## config.mk

```make
export PLATFORM = sky130hd
export DESIGN_NAME = uart_transmitter
export DESIGN_NICKNAME = d
export VERILOG_FILES = /design/src/rtl/uart_transmitter.sv
export SDC_FILE = /design/constraint.sdc
export NUM_CORES = 1
export LEC_CHECK = 0
export CAP_MARGIN = 20
export CORE_MARGIN = 5
export CORE_UTILIZATION = 40
export DETAILED_ROUTE_END_ITERATION = 7
export PLACE_DENSITY = 0.56
export SLEW_MARGIN = 0
export SYNTH_ARGS = -nofsm -noshare
export SYNTH_HDL_FRONTEND = slang
export SYNTH_SLANG_ARGS = --single-unit
```

## constraint.sdc

```tcl
create_clock -name clk -period 2.3 [get_ports clk]
set_input_delay 0.69 -clock clk [delete_from_list [all_inputs] [get_ports clk]]
set_output_delay 0.69 -clock clk [all_outputs]
set_load 0.01 [all_outputs]
```

## src/rtl/uart_transmitter.sv

```systemverilog
// UART transmitter: small byte FIFO feeding an 8N1 serializer on line x.
// Define TX_PARITY_EN to insert an even-parity bit between data and stop.
module uart_transmitter #(
  parameter int CLKS_PER_BIT = 1,
  parameter int DATA_WIDTH   = 8,
  parameter int FIFO_DEPTH   = 4
) (
  input  logic                  clk,
  input  logic                  rst_n,
  input  logic                  en,
  input  logic [DATA_WIDTH-1:0] data,
  output logic                  rdy,
  output logic                  busy,
  output logic                  x
);

  localparam int BW = $clog2(CLKS_PER_BIT) + 1;
  localparam int PW = $clog2(FIFO_DEPTH);
  localparam int CW = PW + 1;
  localparam int IW = (DATA_WIDTH > 1) ? $clog2(DATA_WIDTH) : 1;

  localparam logic [BW-1:0] BAUD_LAST = BW'(CLKS_PER_BIT - 1);
  localparam logic [IW-1:0] IDX_LAST  = IW'(DATA_WIDTH - 1);
  localparam logic [CW-1:0] CNT_FULL  = CW'(FIFO_DEPTH);

  typedef enum logic [2:0] {
    IDLE,
    START,
    DATA,
`ifdef TX_PARITY_EN
    PARITY,
`endif
    STOP
  } state_t;

  state_t                state;
  logic [DATA_WIDTH-1:0] mem [FIFO_DEPTH];
  logic [PW-1:0]         wr_ptr;
  logic [PW-1:0]         rd_ptr;
  logic [CW-1:0]         count;
  logic [DATA_WIDTH-1:0] shift;
  logic [DATA_WIDTH-1:0] head;
  logic [BW-1:0]         baud;
  logic [IW-1:0]         bit_idx;
  logic                  baud_end;
  logic                  push;
  logic                  pop;
`ifdef TX_PARITY_EN
  logic                  parity;
`endif

  assign rdy      = (count < CNT_FULL);
  assign busy     = (state != IDLE) || (count != '0);
  assign push     = en && rdy;
  assign head     = mem[rd_ptr];
  assign baud_end = (baud == BAUD_LAST);
  // Pop only when the line is free: idle, or the last stop cycle.
  assign pop      = (count != '0) &&
                    ((state == IDLE) || ((state == STOP) && baud_end));

  always_ff @(posedge clk) begin
    if (push) mem[wr_ptr] <= data;
  end

  always_ff @(posedge clk or negedge rst_n) begin
    if (!rst_n) begin
      wr_ptr <= '0;
      rd_ptr <= '0;
      count  <= '0;
    end else begin
      if (push) wr_ptr <= wr_ptr + 1'b1;
      if (pop)  rd_ptr <= rd_ptr + 1'b1;
      if (push && !pop)      count <= count + 1'b1;
      else if (pop && !push) count <= count - 1'b1;
    end
  end

  always_ff @(posedge clk or negedge rst_n) begin
    if (!rst_n) begin
      state   <= IDLE;
      x       <= 1'b1;
      baud    <= '0;
      bit_idx <= '0;
      shift   <= '0;
`ifdef TX_PARITY_EN
      parity  <= 1'b0;
`endif
    end else begin
      unique case (state)
        IDLE: begin
          x    <= 1'b1;
          baud <= '0;
          if (pop) begin
            shift  <= head;
`ifdef TX_PARITY_EN
            parity <= ^head;
`endif
            x      <= 1'b0;
            state  <= START;
          end
        end
        START: begin
          if (baud_end) begin
            baud    <= '0;
            x       <= shift[0];
            shift   <= shift >> 1;
            bit_idx <= '0;
            state   <= DATA;
          end else begin
            baud <= baud + 1'b1;
          end
        end
        DATA: begin
          if (baud_end) begin
            baud <= '0;
            if (bit_idx == IDX_LAST) begin
`ifdef TX_PARITY_EN
              x     <= parity;
              state <= PARITY;
`else
              x     <= 1'b1;
              state <= STOP;
`endif
            end else begin
              x       <= shift[0];
              shift   <= shift >> 1;
              bit_idx <= bit_idx + 1'b1;
            end
          end else begin
            baud <= baud + 1'b1;
          end
        end
`ifdef TX_PARITY_EN
        PARITY: begin
          if (baud_end) begin
            baud  <= '0;
            x     <= 1'b1;
            state <= STOP;
          end else begin
            baud <= baud + 1'b1;
          end
        end
`endif
        STOP: begin
          if (baud_end) begin
            baud <= '0;
            // Back-to-back frames: go straight to the next start bit.
            if (pop) begin
              shift  <= head;
`ifdef TX_PARITY_EN
              parity <= ^head;
`endif
              x      <= 1'b0;
              state  <= START;
            end else begin
              state <= IDLE;
            end
          end else begin
            baud <= baud + 1'b1;
          end
        end
        default: begin
          x     <= 1'b1;
          state <= IDLE;
        end
      endcase
    end
  end

endmodule

```

==> key figures, run 1 <==
Route
  – Vias: 1286
  – DRT Wirelength: 3.99 mm
  – Post-route ant nets: 0
  – Drt initial violations: 49
  – Wire length per cell: 15.5 µm
  – First-pass iteration count of the detailed router: 4
  – DRC Markers: 0
  – Vias/cell: 5.00

Critical path
  – CP endpoint kind: flop
  – WS Path Type: input port to flop
  – Worst R2R Start: state[1]
  – Crit path launch: en
  – Worst Path Required: 2.52 ns
  – Crit path DAT: 2.40 ns
  – Crit path max fanout: 2
  – Startpoint types: input port

Global route
  – Total track usage: 11.8%
  – First-pass GRT wire length: 6.65 mm
  – Vias in the first global route: 1388
  – GR Overflow Total: 0
  – Largest net degree at the start of global routing: 22
  – Initial antenna violation count: 0

Clock network
  – CTS Buf Count: 5
  – Clock root buffer: clkbuf_8
  – TritonCTS clock tree: yes
  – Clk_lat worst skew: 0.30 ns
  – Post-CTS Hold Fix Bufs: 0
  – Clock Sinks: 53
  – Deepest clock path buffer count: 2
  – H-tree level count: 2
  – Clk slew on worst S/H paths: 0.09 ns

Floorplan
  – Initial Util: 40.4%
  – # IOs: 14
  – Core region area: 5820 µm²
  – Die height: 86.7 µm
  – Rows: 28
  – Die footprint: 7510 µm²
  – Chip width: 86.7 µm

Logic synthesis
  – Yosys warning total: 0
  – Synth area leader: edfxtp_1
  – Seq/Total Area, Yosys: 63.3%
  – Cell Area, Synth: 2350 µm²
  – Synthesized Nets: 179
  – Area contributors post-synth: edfxtp_1 (41%), dfrtp_1 (21%), mux4_2 (7.7%), ha_1 (5.9%), mux2i_1 (3.4%)
  – Flops & latches, synth: 53
  – Share of the synthesized area in the top cell type: 40.9%
  – Cell count after synthesis: 156
  – Distinct cells, synth: 37
  – Mapped Avg Cell Area: 15.1 µm²

Worst hold path
  – Worst hold path class: flop to flop
  – Hold Startpoint: shift[1]

Finish
  – Post-route cell area: 2730 µm²
  – Finished Layout Cells: 257
  – Fillcell total: 531
  – Commonest non-fill, non-tap cells in the layout: edfxtp_1 (32), dfrtp_1 (20), clkdlybuf4s50_1 (12), buf_4 (12)
  – Area Growth Syn to Fin: 16.0%
  – Final nets: 204
  – Commonest non-fill, non-tap cell in the layout: edfxtp_1
  – Post-layout util: 46.9%
  – Layout cell share with drive strength beyond 1: 19.8%
  – Ant diodes: 0

Job
  – MaxCap Viol Count: 0

Run status
  – Status: finished, final reports clean

Pwr
  – Final Power: 3.65 mW
  – Peak VDD IR: 0.532 mV
  – Static Leak: 1.06 nW
  – Power Dens Cells: 1340 nW/µm²

STA
  – Worst slew margin: 59.9%
  – Max Freq: 458 MHz
  – Worst Skew: 0.00654 ns
  – Hold WS: 0.554 ns
  – Final Max Tran Viols: 0
  – Final critical-path required period: 2.18 ns
  – RSZ-0062 raised after global routing: false
  – Period utilization: 95.0%
  – Endpoints failing setup: 0
  – Hold Vio Cnt, Final: 0
  – Worst-margin pin slew: 0.601 ns

Place
  – IO Port Bufs: 13
  – GPL Wtd Cong: 0.685
  – DP Area: 2610 µm²
  – Placed Instances: 247
  – Post-DP HPWL: 2.89 mm
[power breakdown]
group | internal, mW | switching (mW)
clock network | 0.244 | 0.288
registers | 1.30 | 0.228
logic | 0.817 | 0.776
[synth_stat cells (all sizes together)]
library cell and instances:
buf 5, mux2 1, inv 10, mux2i 8, o22ai 3, a21oi 10, xnor2 5, ha 11
nand3 1, fa 1, a22oi 3, o32ai 1, mux4 8, o21ai 3, nor2 12, dfstp 1
clkbuf 2, nor4 1, dfrtp 20, a311o 1, a211oi 1, xor2 1, nand2 4, a21o 1
and2 4, edfxtp 32, nor3 2, a2bb2oi 1, clkinv 1, nor2b 2
[final timing paths]
kind                                   end  slack (ns)  cells past startpoint
worst min-delay path              shift[1]        0.55                      2
worst min register to register    shift[1]        0.55                      2
min in group asynchronous       bit_idx[2]        0.73                      2
worst max-delay path              count[2]        0.12                      8
max in group asynchronous                x        1.29                      2
worst max register to register    count[1]        0.20                      8
[flip-flops by register name, summed over array words and instances, names as in the netlist]
name / cells
wr_ptr: 2
state: 2
mem: 32
x: 1
bit_idx: 3
rd_ptr: 2
count: 3
shift: 8
[per-stage QoR]
step	TNS, ns	worst slack, ns
final	0	0.115
after global routing	0	0.0210
after CTS	0	0.00452
after detailed placement	-0.341	-0.193
after global placement	-0.0521	-0.0322
after floorplan	0	0.147
[layout make-up]
cell class | instances | area, µm² | area share, %
clock buffers | 6 | 82.6 | 3.03
clock inverters | 2 | 13.8 | 0.505
inverters | 11 | 42.5 | 1.56
multi-input cells | 85 | 785 | 28.8
flip-flops and latches | 53 | 1490 | 54.5
well taps | 75 | 93.8 | 3.44
repair buffers | 25 | 223 | 8.17
[kinds of logic after synthesis]
kind of cell               synth area share [%]
DFF                                        63.3
and+or+nand+nor                            5.37
AOI/OAI and AO/OA                          7.13
buffers and inverters                      3.72
muxes                                      11.5
adders and majority gates                  6.71
xor gates and xnor gates                   2.24
[repair_timing]
action | 4_1_cts | 5_1_grt
gates resized for setup | 0 | 3
buffers inserted | 2 | 0
setup endpoints to repair | 1 | 8
[layer usage]
layer / global-route usage [%] / share of wire [%] / vias up
met3: 3.42 / 3.4 / 2
met5: 0 / 0 / -
met1: 13.5 / 41 / 652
met2: 21.3 / 55 / 14
met4: 3.40 / 0.63 / 0
li1: - / - / 618
[critical path, stage by stage]
cell and delay, ns:
clkdlybuf4s50_1 0.46, nor2b_1 0.22, ha_1 0.20, inv_1 0.05
fa_1 0.37, xor2_1 0.15, nor2_1 0.11, xnor2_1 0.14
Power figures use the tool's default switching activity.
==> run 2, diff against run 1 <==
--- a/config.mk
+++ b/config.mk
@@ -6,10 +6,12 @@
 export NUM_CORES = 1
 export LEC_CHECK = 0
 export CAP_MARGIN = 20
+export CELL_PAD_IN_SITES_DETAIL_PLACEMENT = 1
+export CELL_PAD_IN_SITES_GLOBAL_PLACEMENT = 2
 export CORE_MARGIN = 5
-export CORE_UTILIZATION = 40
+export CORE_UTILIZATION = 34
 export DETAILED_ROUTE_END_ITERATION = 7
-export PLACE_DENSITY = 0.56
+export PLACE_DENSITY = 0.64
 export SLEW_MARGIN = 0
 export SYNTH_ARGS = -nofsm -noshare
 export SYNTH_HDL_FRONTEND = slang
==> run 2 against run 1 <==
  * Non-clock buffer count is the same
  * Design area increased by 2.3%
  * Register-to-register slack about the same
  * Sequential power about the same
  * Total power grew 3.5%
  * Largest power group unchanged
  * Highest routed layer unchanged
==> key figures, run 2 (synthesized netlist as in run 1, its figures left out) <==
Run status
  – Status: finished, final reports clean

Finish
  – Top Registers: mem x32, shift x8
  – Max reg flops: 32
  – Register with the most flip-flops: mem
  – Post-layout util: 41.3%
  – Layout cell share with drive strength beyond 1: 19.8%
  – Finished Layout Cells: 262
  – Final nets: 204
  – Ant diodes: 0
  – Area Growth Syn to Fin: 18.7%
  – Fillcell total: 683
  – Commonest non-fill, non-tap cells in the layout: edfxtp_1 (32), dfrtp_1 (20), clkdlybuf4s50_1 (12)
  – Commonest non-fill, non-tap cell in the layout: edfxtp_1

Floorplan
  – Die footprint: 8680 µm²
  – Die height: 93.2 µm
  – # IOs: 14
  – Chip width: 93.2 µm
  – Initial Util: 34.8%
  – Core region area: 6760 µm²
  – Rows: 30

Route
  – Post-route ant nets: 0
  – Wire length per cell: 15.8 µm
  – Vias: 1285
  – DRT Wirelength: 4.15 mm
  – Vias/cell: 4.90
  – DRC Markers: 0
  – First-pass iteration count of the detailed router: 4
  – Drt initial violations: 17

STA
  – Worst Skew: 0.00342 ns
  – Hold WS: 0.538 ns
  – Max Freq: 474 MHz
  – Period utilization: 91.8%
  – Final critical-path required period: 2.11 ns
  – Worst slew margin: 60.0%
  – Final Max Tran Viols: 0
  – Worst-margin pin slew: 0.601 ns
  – RSZ-0062 raised after global routing: false
  – Hold Vio Cnt, Final: 0
  – Final worst setup slack: 0.188 ns
  – Endpoints failing setup: 0

Critical path
  – CP max stage cell: dfrtp_1
  – Worst R2R Start: state[1]
  – Crit-path max cell delay: 0.40 ns
  – Crit path max fanout: 4
  – CP endpoint kind: flop
  – Startpoint types: flop
  – Crit path DAT: 2.31 ns
  – Crit path launch: state[1]
  – WS Path Type: flop to flop
  – Worst Path Required: 2.50 ns
  – Worst path cell trace: inv_1 -> ha_1 -> nor2_2 -> clkinv_2 -> ha_1 -> inv_1 -> fa_1 -> mux2_2

Worst hold path
  – Worst hold path class: flop to flop
  – Hold Startpoint: shift[1]

Pwr
  – Static Leak: 1.08 nW
  – Power Dens Cells: 1360 nW/µm²
  – Peak VDD IR: 0.571 mV
  – Final Power: 3.78 mW

Clock network
  – Clk slew on worst S/H paths: 0.10 ns
  – H-tree level count: 2
  – Clk_lat worst skew: 0.30 ns
  – Clock root buffer: clkbuf_8
  – Deepest clock path buffer count: 2
  – TritonCTS clock tree: yes
  – CTS Buf Count: 5
  – Clock Sinks: 53

Job
  – MaxCap Viol Count: 0

Place
  – IO Port Bufs: 13
  – Post-DP HPWL: 3.02 mm
  – GPL Wtd Cong: 0.721
  – Worst slack, placed: -0.132 ns
  – Placed Instances: 252

Global route
  – Initial antenna violation count: 0
  – Total track usage: 10.4%
  – Largest net degree at the start of global routing: 22
  – First-pass GRT wire length: 6.83 mm
  – GR Overflow Total: 0
  – Vias in the first global route: 1397
[run 2: power breakdown]
group	switching, mW	internal, mW	leakage (nW)
Clock	0.306	0.326	0.0585
Sequential	0.229	1.30	0.543
Combinational	0.778	0.843	0.477
[run 2: what timing repair did]
item,CTS,global route
setup buffers,2,0
endpoints found under the hold margin,0,0
gates resized for setup,1,1
setup endpoints to repair,1,7
hold buffers,0,0
[run 2: final cells by class]
cell class / instances / area [µm²] / area share (%)
Clock buffer: 5 / 68.8 / 2.47
Clock inverter: 3 / 43.8 / 1.57
Inverter: 11 / 42.5 / 1.52
Multi-Input combinational cell: 85 / 779 / 27.9
Sequential cell: 53 / 1490 / 53.3
Tap cell: 80 / 100 / 3.59
Timing Repair Buffer: 25 / 269 / 9.64
[run 2: worst max-delay path: cells and delay by family, from the launching register on]
kind / cells / cell delay (ns)
buffers and inverters: 3 / 0.28
and+or+nand+nor: 1 / 0.18
muxes: 1 / 0.26
DFF: 1 / 0.40
adders and majority gates: 3 / 0.88
[run 2: metrics by stage]
step | TNS (ns) | area [µm²]
floorplan | 0 | 2350
global placement | -0.0722 | 2660
detailed placement | -0.211 | 2660
CTS | 0 | 2790
global route | 0 | 2790
finish | 0 | 2790
[run 2: path summary, 6_finish.rpt]
path                       cells past startpoint       end  slack [ns]
max                                            8  count[1]        0.19
min                                            2  shift[1]        0.54
max reg2reg                                    8  count[1]        0.19
min reg2reg                                    2  shift[1]        0.54
max in group asynchronous                      2         x        1.29
min in group asynchronous                      2  shift[3]        0.73
[run 2: metal layers]
metal	vias up	share of wire [%]	GRT usage [%]
li1	618	-	-
met1	647	43	11.9
met2	13	52	18.4
met3	7	2.8	2.65
met4	0	2.0	4.40
met5	-	0	0
==> run 3, diff against run 2 <==
--- a/config.mk
+++ b/config.mk
@@ -12,6 +12,7 @@
 export CORE_UTILIZATION = 34
 export DETAILED_ROUTE_END_ITERATION = 7
 export PLACE_DENSITY = 0.64
+export REMOVE_ABC_BUFFERS = 1
 export SLEW_MARGIN = 0
 export SYNTH_ARGS = -nofsm -noshare
 export SYNTH_HDL_FRONTEND = slang
==> run 3 against run 2 <==
  * Fmax is 2.0% lower
  * Global-route usage is 1.0 points higher
  * Via count rose by 0.93%
  * Largest cell class unchanged
  * Total power down 1.4%
  * Critical path type unchanged
  * Design area decreased by 0.27%
  * Largest power group unchanged
==> key figures, run 3 (synthesized netlist as in run 1, its figures left out) <==
Global route
  – Met1 Use GR: 13.0%
  – Largest net degree at the start of global routing: 22
  – First-pass GRT wire length: 7.55 mm
  – M2 GR Usage: 20.3%
  – Vias in the first global route: 1502
  – Total track usage: 11.4%
  – GR Overflow Total: 0
  – Initial antenna violation count: 0
  – GRT busiest layer: met2
  – Met3 Track Usage GR: 3.06%

STA
  – Hold Vio Cnt, Final: 0
  – Worst Skew: 0.00792 ns
  – RSZ-0062 raised after global routing: false
  – Max Freq: 464 MHz
  – Period utilization: 93.7%
  – Final Max Tran Viols: 0
  – Final worst setup slack: 0.145 ns
  – Hold WS: 0.550 ns
  – Endpoints failing setup: 0
  – Final critical-path required period: 2.16 ns
  – Worst slew margin: 62.0%
  – Worst-margin pin slew: 0.570 ns

Critical path
  – Crit path DAT: 2.35 ns
  – Crit-path max cell delay: 0.41 ns
  – Worst path cell trace: inv_1 -> ha_1 -> nor2_2 -> clkinv_2 -> ha_1 -> inv_1 -> fa_1 -> mux2_2
  – FF-to-FF path depth: 8
  – CP max stage cell: fa_1
  – Startpoint types: flop
  – Crit path max fanout: 4
  – Worst R2R Start: state[1]
  – Worst Path Required: 2.49 ns
  – Top delay family on crit path: adder cells
  – CP endpoint kind: flop
  – Buf/Inv on CP: 3
  – WS Path Type: flop to flop
  – Reg-to-reg endpoint: count[1]
  – R2R setup slack: 0.14 ns

Place
  – Worst slack, placed: -0.128 ns
  – DP Area: 2670 µm²
  – Placed Instances: 253
  – IO Port Bufs: 13
  – GPL Wtd Cong: 0.708
  – Post-DP HPWL: 3.22 mm

Route
  – Vias/cell: 4.93
  – Vias: 1297
  – Drt initial violations: 34
  – DRT Wirelength: 4.44 mm
  – DRC Markers: 0
  – Wire length per cell: 16.9 µm
  – Post-route ant nets: 0
  – First-pass iteration count of the detailed router: 3

Finish
  – Max reg flops: 32
  – Register Area: 1490 µm²
  – Final nets: 205
  – Fillcell total: 684
  – Ant diodes: 0
  – Multi-input gate area: 786 µm²
  – Top Registers: mem x32, shift x8
  – Layout cell share with drive strength beyond 1: 20.2%
  – Commonest non-fill, non-tap cells in the layout: edfxtp_1 (32), dfrtp_1 (19), clkdlybuf4s50_1 (12)
  – Post-route cell area: 2780 µm²
  – Area Growth Syn to Fin: 18.4%
  – Finished Layout Cells: 263
  – Register with the most flip-flops: mem
  – Commonest non-fill, non-tap cell in the layout: edfxtp_1

Clock network
  – H-tree level count: 2
  – Clock Sinks: 53
  – Deepest clock path buffer count: 2
  – Clk_lat worst skew: 0.30 ns
  – CTS Buf Count: 5
  – Clock root buffer: clkbuf_8
  – Clk slew on worst S/H paths: 0.10 ns
  – TritonCTS clock tree: yes
  – Post-CTS Hold Fix Bufs: 0

Pwr
  – Logic pwr share: 44.7%
  – Static Leak: 1.07 nW
  – Switching power: 1.35 mW
  – Peak VDD IR: 0.367 mV
  – Clock power frac: 14.1%
  – Int Pwr: 2.38 mW
  – Sw Ratio: 36.3%
  – Final Power: 3.73 mW
  – Power Dens Cells: 1340 nW/µm²
  – Sequential power share: 41.2%

Job
  – MaxCap Viol Count: 0

Floorplan
  – Die height: 93.2 µm
  – # IOs: 14
  – Core region area: 6760 µm²
  – Die footprint: 8680 µm²
  – Initial Util: 34.8%
  – Chip width: 93.2 µm
  – Rows: 30

Worst hold path
  – Worst hold path class: flop to flop
  – Hold Startpoint: shift[6]
  – Cell count of the worst hold path: 2
  – Hold endpoint: shift[6]

Run status
  – Status: finished, final reports clean
[run 3: per-layer routing]
layer / share of wire (%) / vias up
met5: 0 / -
met4: 1.4 / 0
met3: 3.2 / 5
met2: 55 / 13
met1: 41 / 660
li1: - / 619
[run 3: stage by stage]
step	util, %	setup TNS [ns]
after floorplan	-	0
after global placement	39.5	-0.0672
after detailed placement	39.5	-0.248
after CTS	41.1	0
after global routing	41.2	0
final	41.2	0
[run 3: final cells by class]
| class | count | area share, % |
|---|---|---|
| clock buffers | 5 | 2.47 |
| multi-input cells | 85 | 28.2 |
| clock inverters | 3 | 0.764 |
| repair buffers | 26 | 9.93 |
| well taps | 80 | 3.60 |
| inverters | 11 | 1.53 |
| flip-flops and latches | 53 | 53.5 |
[run 3: worst max path at each step]
stage                         from        to  slack, ns  cells after the start
after global placement          en  count[2]      -0.04                      8
after detailed placement        en  count[2]      -0.13                      8
after global routing      state[1]  count[1]       0.02                      8
final                     state[1]  count[1]       0.14                      8
after floorplan           state[0]  count[1]       0.01                      8
after CTS                 state[1]  shift[3]       0.08                      6
[run 3: tightest hold or removal path, cell delays in order (launching register included)]
cell and delay (ns):
dfrtp_1 0.36, nor2_1 0.05, a21oi_1 0.11
[run 3: repair_timing]
item / in CTS / in global routing
resized for setup: 3 / 1
pin swaps: 0 / 0
endpoints found under the setup margin: 1 / 7
setup buffers: 2 / 0
[run 3: power by group through the flow]
stage | Clock (mW) | Combinational, mW | Sequential [mW]
final | 0.526 | 1.67 | 1.54
after CTS | 0.560 | 1.71 | 1.55
after global placement | 0 | 1.55 | 1.54
after floorplan | 0 | 1.16 | 1.50
after detailed placement | 0 | 1.67 | 1.57
after global routing | 0.611 | 1.86 | 1.58
